$ cat config.mk
export PLATFORM = sky130hd
export DESIGN_NAME = uart_frame_upload
export DESIGN_NICKNAME = d
export VERILOG_FILES = /design/src/rtl/uart_frame_upload.sv
export SDC_FILE = /design/constraint.sdc
export NUM_CORES = 1
export LEC_CHECK = 0
export CORE_UTILIZATION = 35
export CTS_CLUSTER_SIZE = 8
export DETAILED_ROUTE_END_ITERATION = 8
export PLACE_DENSITY = 0.46
export REMOVE_ABC_BUFFERS = 1
export SETUP_SLACK_MARGIN = 0.1
export SKIP_CTS_REPAIR_TIMING = 1
export SKIP_LAST_GASP = 1
export SLEW_MARGIN = 5
export SYNTH_ARGS = -nofsm -noshare
export SYNTH_HDL_FRONTEND = slang
export SYNTH_SLANG_ARGS = --single-unit
$ cat constraint.sdc
create_clock -name clk_50m -period 8.55 [get_ports clk_50m]
set_input_delay 1.2825 -clock clk_50m [delete_from_list [all_inputs] [get_ports clk_50m]]
set_output_delay 1.2825 -clock clk_50m [all_outputs]
set_load 0.05 [all_outputs]
$ cat src/rtl/uart_frame_upload.sv
// Framed UART uploader: payload FIFO plus serializer sending HEADER, LEN, payload[, CHECKSUM].
// Define UART_CHECKSUM_EN to append a two's-complement checksum character to each frame.
module uart_frame_upload #(
  parameter int         CLK_FREQ   = 50_000_000,
  parameter int         BAUD_RATE  = 230400,
  parameter int         FIFO_DEPTH = 128,
  parameter logic [7:0] HEADER     = 8'hA5,
  parameter int         STOP_BITS  = 1
) (
  input  logic                          clk_50m,
  input  logic                          rst,
  input  logic [7:0]                    wr_data,
  input  logic                          wr_en,
  output logic                          fifo_full,
  output logic [$clog2(FIFO_DEPTH):0]   fifo_level,
  input  logic                          uart_send,
  output logic                          uart_rdy,
  output logic                          uart_send_done,
  output logic                          tx
);

  localparam int DIV   = CLK_FREQ / BAUD_RATE;
  localparam int AW    = $clog2(FIFO_DEPTH);
  localparam int LW    = AW + 1;
  localparam int CW    = $clog2(DIV + 1);
  localparam logic [CW-1:0] DIV_LAST = CW'(DIV - 1);
  localparam logic [3:0]    BIT_LAST = 4'(9 + STOP_BITS - 1);

  typedef enum logic [2:0] {
    S_IDLE, S_HDR, S_LEN, S_PAY,
`ifdef UART_CHECKSUM_EN
    S_CSUM,
`endif
    S_DONE
  } state_t;

  logic [7:0]    mem [FIFO_DEPTH];
  logic [AW-1:0] wr_ptr_q, rd_ptr_q;
  logic [LW-1:0] level_q, level_d;
  logic          full_q;
  logic          push, pop;

  assign push = wr_en && !full_q;

  // NOTE: payload storage is deliberately not reset; pointers and level alone define valid entries.
  always_ff @(posedge clk_50m) begin
    if (push) mem[wr_ptr_q] <= wr_data;
  end

  always_comb begin
    level_d = level_q;
    case ({push, pop})
      2'b10:   level_d = level_q + 1'b1;
      2'b01:   level_d = level_q - 1'b1;
      default: level_d = level_q;
    endcase
  end

  // NOTE: state registers use non-blocking assignments so every flop samples pre-edge values.
  always_ff @(posedge clk_50m or posedge rst) begin
    if (rst) begin
      wr_ptr_q <= '0;
      rd_ptr_q <= '0;
      level_q  <= '0;
      full_q   <= 1'b0;
    end else begin
      if (push) wr_ptr_q <= wr_ptr_q + 1'b1;
      if (pop)  rd_ptr_q <= rd_ptr_q + 1'b1;
      level_q <= level_d;
      full_q  <= (level_d == LW'(FIFO_DEPTH));
    end
  end

  assign fifo_level = level_q;
  assign fifo_full  = full_q;

  state_t        state_q, state_d;
  logic [CW-1:0] baud_q, baud_d;
  logic [3:0]    bit_q, bit_d;
  logic [7:0]    byte_q, byte_d;
  logic [LW-1:0] len_q, len_d;
  logic [LW-1:0] cnt_q, cnt_d;
`ifdef UART_CHECKSUM_EN
  logic [7:0]    sum_q, sum_d;
`endif
  logic          bit_end, char_end, start_cyc, sending;

  assign sending   = (state_q != S_IDLE) && (state_q != S_DONE);
  assign bit_end   = (baud_q == DIV_LAST);
  assign char_end  = bit_end && (bit_q == BIT_LAST);
  assign start_cyc = (baud_q == '0) && (bit_q == '0);

  // NOTE: every output of this block is defaulted first so no path can infer a latch.
  always_comb begin
    state_d = state_q;
    baud_d  = baud_q;
    bit_d   = bit_q;
    byte_d  = byte_q;
    len_d   = len_q;
    cnt_d   = cnt_q;
    pop     = 1'b0;
`ifdef UART_CHECKSUM_EN
    sum_d   = sum_q;
`endif
    if (sending) begin
      baud_d = bit_end ? '0 : baud_q + 1'b1;
      if (bit_end) bit_d = char_end ? 4'd0 : bit_q + 4'd1;
    end
    case (state_q)
      S_IDLE: if (uart_send) begin
        state_d = S_HDR;
        byte_d  = HEADER;
        len_d   = level_q;
        cnt_d   = '0;
        baud_d  = '0;
        bit_d   = '0;
`ifdef UART_CHECKSUM_EN
        sum_d   = '0;
`endif
      end
      S_HDR: if (char_end) begin
        state_d = S_LEN;
        byte_d  = 8'(len_q);
      end
      S_LEN: if (char_end) begin
        if (len_q != '0) begin
          state_d = S_PAY;
        end else begin
`ifdef UART_CHECKSUM_EN
          state_d = S_CSUM;
          byte_d  = ~sum_q + 8'd1;
`else
          state_d = S_DONE;
`endif
        end
      end
      S_PAY: begin
        // The byte is popped as its start bit goes out; data bits follow from byte_q.
        if (start_cyc) begin
          pop    = 1'b1;
          byte_d = mem[rd_ptr_q];
          cnt_d  = cnt_q + 1'b1;
`ifdef UART_CHECKSUM_EN
          sum_d  = sum_q + mem[rd_ptr_q];
`endif
        end
        if (char_end && cnt_q == len_q) begin
`ifdef UART_CHECKSUM_EN
          state_d = S_CSUM;
          byte_d  = ~sum_q + 8'd1;
`else
          state_d = S_DONE;
`endif
        end
      end
`ifdef UART_CHECKSUM_EN
      S_CSUM: if (char_end) state_d = S_DONE;
`endif
      S_DONE:  state_d = S_IDLE;
      default: state_d = S_IDLE;
    endcase
  end

  always_ff @(posedge clk_50m or posedge rst) begin
    if (rst) begin
      state_q <= S_IDLE;
      baud_q  <= '0;
      bit_q   <= '0;
      byte_q  <= '0;
      len_q   <= '0;
      cnt_q   <= '0;
`ifdef UART_CHECKSUM_EN
      sum_q   <= '0;
`endif
    end else begin
      state_q <= state_d;
      baud_q  <= baud_d;
      bit_q   <= bit_d;
      byte_q  <= byte_d;
      len_q   <= len_d;
      cnt_q   <= cnt_d;
`ifdef UART_CHECKSUM_EN
      sum_q   <= sum_d;
`endif
    end
  end

  always_comb begin
    tx = 1'b1;
    if (sending) begin
      if (bit_q == 4'd0)      tx = 1'b0;
      else if (bit_q <= 4'd8) tx = byte_q[3'(bit_q - 4'd1)];
    end
  end

  assign uart_rdy       = (state_q == S_IDLE);
  assign uart_send_done = (state_q == S_DONE);

endmodule

---- Word level (Yosys, flattened, before mapping) ----
Memory sizes are Yosys's and may differ from the RTL's.
Cells that the tools add are included.
storage, ports and cells
  memories kept ........................... 1
  memory bits (writable) .................. 1024
  bits in registers ....................... 62
  input bits .............................. 12
  logic and storage cells ................. 86
  output and inout port bits .............. 12
memory list
  name  depth  bits a word  rd ports  clocked after memory_dff  write ports  line  RTL
  mem   128    8            1         0                         1            37    logic [7:0] mem [FIFO_DEPTH];
cells by class
  eq/ne operators ......................... 16
  add/sub/neg operators ................... 8
  magnitude comparators ................... 2
  mux-type cells .......................... 32
  reductions and logical operators ........ 17
operators with widths
  cell                                                                   number
  8-bit 2-to-1 mux                                                       9
  8-bit one-hot mux with 2 select lines                                  2
  8-bit by 1-bit adder with 8-bit output (second input constant)         3
  8-bit one-hot mux with 3 select lines                                  1
  4-bit 2-to-1 mux                                                       5
  8-bit == test (second input constant)                                  2
  3-bit 2-to-1 mux                                                       5
  7-bit by 1-bit adder with 7-bit output (second input constant)         2
  3-bit one-hot mux with 4 select lines                                  1
  2-bit != test (second input constant)                                  5
  8-bit == test                                                          1
  8-bit zero test                                                        1
  1-bit 2-to-1 mux                                                       8
  4-bit AND reduction                                                    2
  8-bit nonzero test                                                     1
  8-bit by 1-bit subtractor with 8-bit output (second input constant)    1
  3-bit by 2-bit == test with 1-bit output (second input constant)       2
  3-bit nonzero test                                                     2
  1-bit logical AND                                                      5
  4-bit by 1-bit adder with 4-bit output (second input constant)         1
  4-bit == test (second input constant)                                  1
  4-bit less-or-equal comparator (second input constant)                 1
  4-bit zero test                                                        1
  3-bit by 4-bit < comparator with 1-bit output (second input constant)  1
  12 further kinds                                                       12

---- Depth between registers and ports, before layout ----
  word-level depth ........................ 7
  depth in mapped cells ................... 14
  depth with buffers taken out ............ 14

---- Worst setup path before layout ----
OpenSTA, ideal clock, no wires.
  path type ............................... in2reg
  start point ............................. in wr_en
  end point ............................... reg full_q, in the netlist fifo_full
  data required time ...................... 8429 ps
  setup time .............................. 121 ps
  slack ................................... 4709 ps
  cell stages on the path ................. 11
  arrival time ............................ 3720 ps
  buffers on the path ..................... 0
  cells stage by stage .................... nor2b_1 inv_1 ha_1 ha_1 a21o_1 a21oi_1 o21bai_1 a2111oi_0 nor3_1 o31a_1 and4b_1
on the way
  longest elaborated chain between the ends .. 4
  elaborated cells between the ends (all ways) .. 5
  those cells by class .................... 3 x eq/ne; 1 x mux; 1 x reduce/logical
RTL lines
  element                                                                           line  RTL
  from (decl)                                                                       13    input logic wr_en,
  1-bit logical AND *                                                               43    assign push = wr_en && !full_q;
  2-bit by 1-bit == test with 1-bit output / 2-bit == test (equally long branches)  52    case ({push, pop})
  8-bit one-hot mux with 2 select lines *                                           52
  8-bit == test *                                                                   70    full_q <= (level_d == LW'(FIFO_DEPTH));
  to (signal assigned)                                                              70
  to (decl)                                                                         40    logic full_q;
Every way passes the cells marked *; elsewhere a longest branch is shown, timed or not.
A chain may end at the register's enable or synchronous reset.

---- Worst setup path in the final report ----
  start point ............................. reg bit_q[0]
  end point ............................... out tx
on the way
  longest elaborated chain between the ends .. 6
  elaborated cells between the ends (all ways) .. 8
  those cells by class .................... 1 x add/sub; 1 x order compare; 5 x mux; 1 x reduce/logical
RTL lines
  element                                      line  RTL
  from (decl)                                  79    logic [3:0] bit_q, bit_d;
  from (signal assigned)                       178   bit_q <= bit_d;
  3-bit by 1-bit subtractor with 3-bit output  192   else if (bit_q <= 4'd8) tx = byte_q[3'(bit_q - 4'd1)];
  1-bit binary-select mux with 3-bit select    192
  1-bit 2-to-1 mux (not written as such)       192
  1-bit 2-to-1 mux                             192
  1-bit 2-to-1 mux *                           191   if (bit_q == 4'd0) tx = 1'b0;
  1-bit 2-to-1 mux *                           190   if (sending) begin
  to (decl)                                    19    output logic tx
Every way passes the cells marked *; elsewhere a longest branch is shown, timed or not. The select of a mux whose other input is x is not followed.

==> impl_metrics.toml <==
[setup_path]
required_ns = 7.27
ff2ff_path_depth = 14
path_class = "register to output port"
r2r_end = "fifo_full"
endpoint_kind = "output port"
worst_path_max_delay_cell = "clkdlybuf4s50_1"
start_kind = "register"
cpPeakStageDelay_ns = 0.73
critPathBufInv = 2
critPathArrivalTime_ns = 3.48
crit_chain = "inv_1 > ha_1 > mux4_2 > mux2_2 > a211oi_1 > o21ai_0 > clkdlybuf4s50_1"
rrSetupSlack_ns = 4.22
path_delay_family = "buffers and inverters"
r2r_start = "bit_q[0]"
worst-path-max-fanout = 8

[floorplanning]
die_h_um = 353
die_w_um = 353
pin_count = 24
rows = 128
start_util_pct = 35.4
die_area_um2 = 125000
core_um2 = 122000

[global_route]
grt_pass1_vias = 22200
grt_pass1_wl_mm = 168
grt_max_degree = 124
overflow = 0
grtUsageTotal_pct = 18.8
antenna_found_initial = 1

[clocking]
root_buffer = "clkbuf_16"
cts_buffers = 153
clk_path_buf_depth = 3
htree_num_levels = 4
clock_sinks = 1086
clk_pin_slew_ns = 0.05
insertion_delay_ns = 0.75
cts_tree = "yes"

[timing]
maxSlewHeadroom_pct = 8.99
slew_viol_final = 0
clock_skew_ns = 0.0257
hold_ws_ns = 0.536
final.period_utilization_pct = 55.6
setup_viol = 0
finalCriticalPeriod_ns = 4.76
tightest_slew_ns = 1.35
hold_viol = 0
rsz0062_at_grt = "false"
max_freq_ghz = 0.210

[synthesis]
ys_ff_latch = 1086
synth_top_family_by_area = "multiplexers"
ys.warnings.count = 0
synthArstFlopShare_pct = 5.71
synth_area_leaders = "edfxtp_1 71%, mux4_2 13%, dfrtp_1 3.6%"
synthSimpleGateAreaFrac_pct = 3.97
ys_top_cells_by_count = "1024 x edfxtp_1, 241 x mux4_2, 175 x nor2_1"
synth-compound-area-share_pct = 3.03
synthXorXnorAreaFrac_pct = 0.791
synth_seq_area_share_pct = 74.8
synth.largest_area_cell = "edfxtp_1"
synth_edf_count = 1024
synth.distinct_cells = 72
synth_cells = 2170
synth_top_area_share_pct = 71.2
synth_area_um2 = 43200
synth_fa_ha_area_share_pct = 0.510
synth_mux_area_share_pct = 15.1
syn_area_per_cell_um2 = 19.9
synth_most_common_cell = "edfxtp_1"
synth_flop_cell = "edfxtp_1"

[route]
drc = 0
wl_per_cell_um = 29.4
first_iter_violations = 2399
dr.pass1.iters = 5
wl_mm = 116
num_vias = 21500
via_per_inst = 5.45
postRouteAntennaNets = 0

[run]
maxCapViolations = 0

[final_layout]
nets = 2297
drive_above_1_share_pct = 21.0
postLayoutCoreUtil_pct = 40.3
area_delta_synth_final_pct = 14.0
insertedDiodeCount = 0
postLayoutCellArea_um2 = 49200

[placed_design]
place_congestion = 0.812
io_buffers = 23
hpwl_mm = 69.9
place_area_um2 = 45000

[power]
p_per_area_nw_per_um2 = 250
p_leak_uw = 0.0151
vdd.ir_drop.worst_uv = 152

[hold_path]
worstHoldStart = "byte_q[7]"
holdPathStages = 2
worstHoldEndpoint = "byte_q[7]"
hold_path.class = "register to register"

[run_status]
status = "complete, no violations"
[through the flow]
stage                     total power (uW)  worst slack [ns]  instances  setup TNS (ns)
after floorplan                       6580             -2.68       2056          -31.51
after global placement                7030              3.74       3738               0
after detailed placement              7040              3.63       3738               0
after CTS                            12400              3.70       3934               0
after global routing                 12700              3.52       3934               0
final                                12300              3.79       3934               0
[cell usage in the layout (no fill, tap or decap), types with 10 or more instances in the layout]
| cell type | instances |
|---|---|
| xor2_1 | 22 |
| nor4_1 | 10 |
| nor2_1 | 174 |
| a22o_1 | 12 |
| dfrtp_1 | 59 |
| clkdlybuf4s50_1 | 15 |
| mux4_2 | 241 |
| nand2_1 | 78 |
| o22ai_1 | 24 |
| nor3_1 | 10 |
| xnor2_1 | 17 |
| nand3_1 | 23 |
| clkbuf_1 | 27 |
| a211oi_1 | 10 |
| clkbuf_16 | 154 |
| inv_1 | 17 |
| mux4_1 | 12 |
| a21oi_1 | 39 |
| o21ai_0 | 28 |
| edfxtp_1 | 1024 |
| a221oi_1 | 14 |
| nor2b_1 | 15 |
| ha_1 | 16 |
| mux2i_1 | 70 |
| buf_4 | 40 |
| a22oi_1 | 23 |
[registers in the layout, indices dropped and copies added, names as in the netlist]
name        flops
bit_q           4
len_q           8
cnt_q           8
mem          1024
rd_ptr_q        7
fifo_full       1
wr_ptr_q        7
fifo_level      8
byte_q          8
baud_q          8
state_q         3
[worst min-delay path, stage by stage, from the launching register on]
cell and delay [ns]:
dfrtp_1 0.34, mux2i_1 0.09, o31ai_1 0.07
[layout make-up]
| cell class | instances | area (um2) |
|---|---|---|
| fill | 10800 | 72800 |
| sequential | 1086 | 32300 |
| multi-input combinational | 952 | 10100 |
| clock buffer | 181 | 3960 |
| tap | 1625 | 2030 |
| timing repair buffer | 57 | 490 |
| clock inverter | 15 | 201 |
| inverter | 18 | 67.6 |
[how the worst max path moves through the flow]
stage                      from  depth (start not counted)           to  slack (ns)
floorplan           rd_ptr_q[0]                          6    byte_q[6]       -2.68
detailed placement        wr_en                          6  mem[110][5]        3.63
finish                 bit_q[0]                          7           tx        3.79
global placement          wr_en                         12    fifo_full        3.74
CTS                    bit_q[0]                          8           tx        3.70
global route           bit_q[0]                          8           tx        3.52
[power breakdown]
group          internal [uW]  switching, uW
sequential              5990            126
clock                   3220           2160
combinational            199            615
total                   9410           2910
[metal layers]
layer,track usage [%],wire (um),vias up
met2,28.8,54000,731
met4,5.10,2280,2
met5,0,13,-
met1,27.5,53500,11500
met3,3.28,5930,144
li1,-,-,9055
[logic make-up after synthesis]
kind of cell,after synthesis
AO/OA/AOI/OAI,191
XOR/XNOR,39
flip-flops,1086
adder cells (fa/ha/maj),17
AND/OR/NAND/NOR,375
buffers and inverters,132
multiplexers,330
Power figures use the tool's default switching activity.
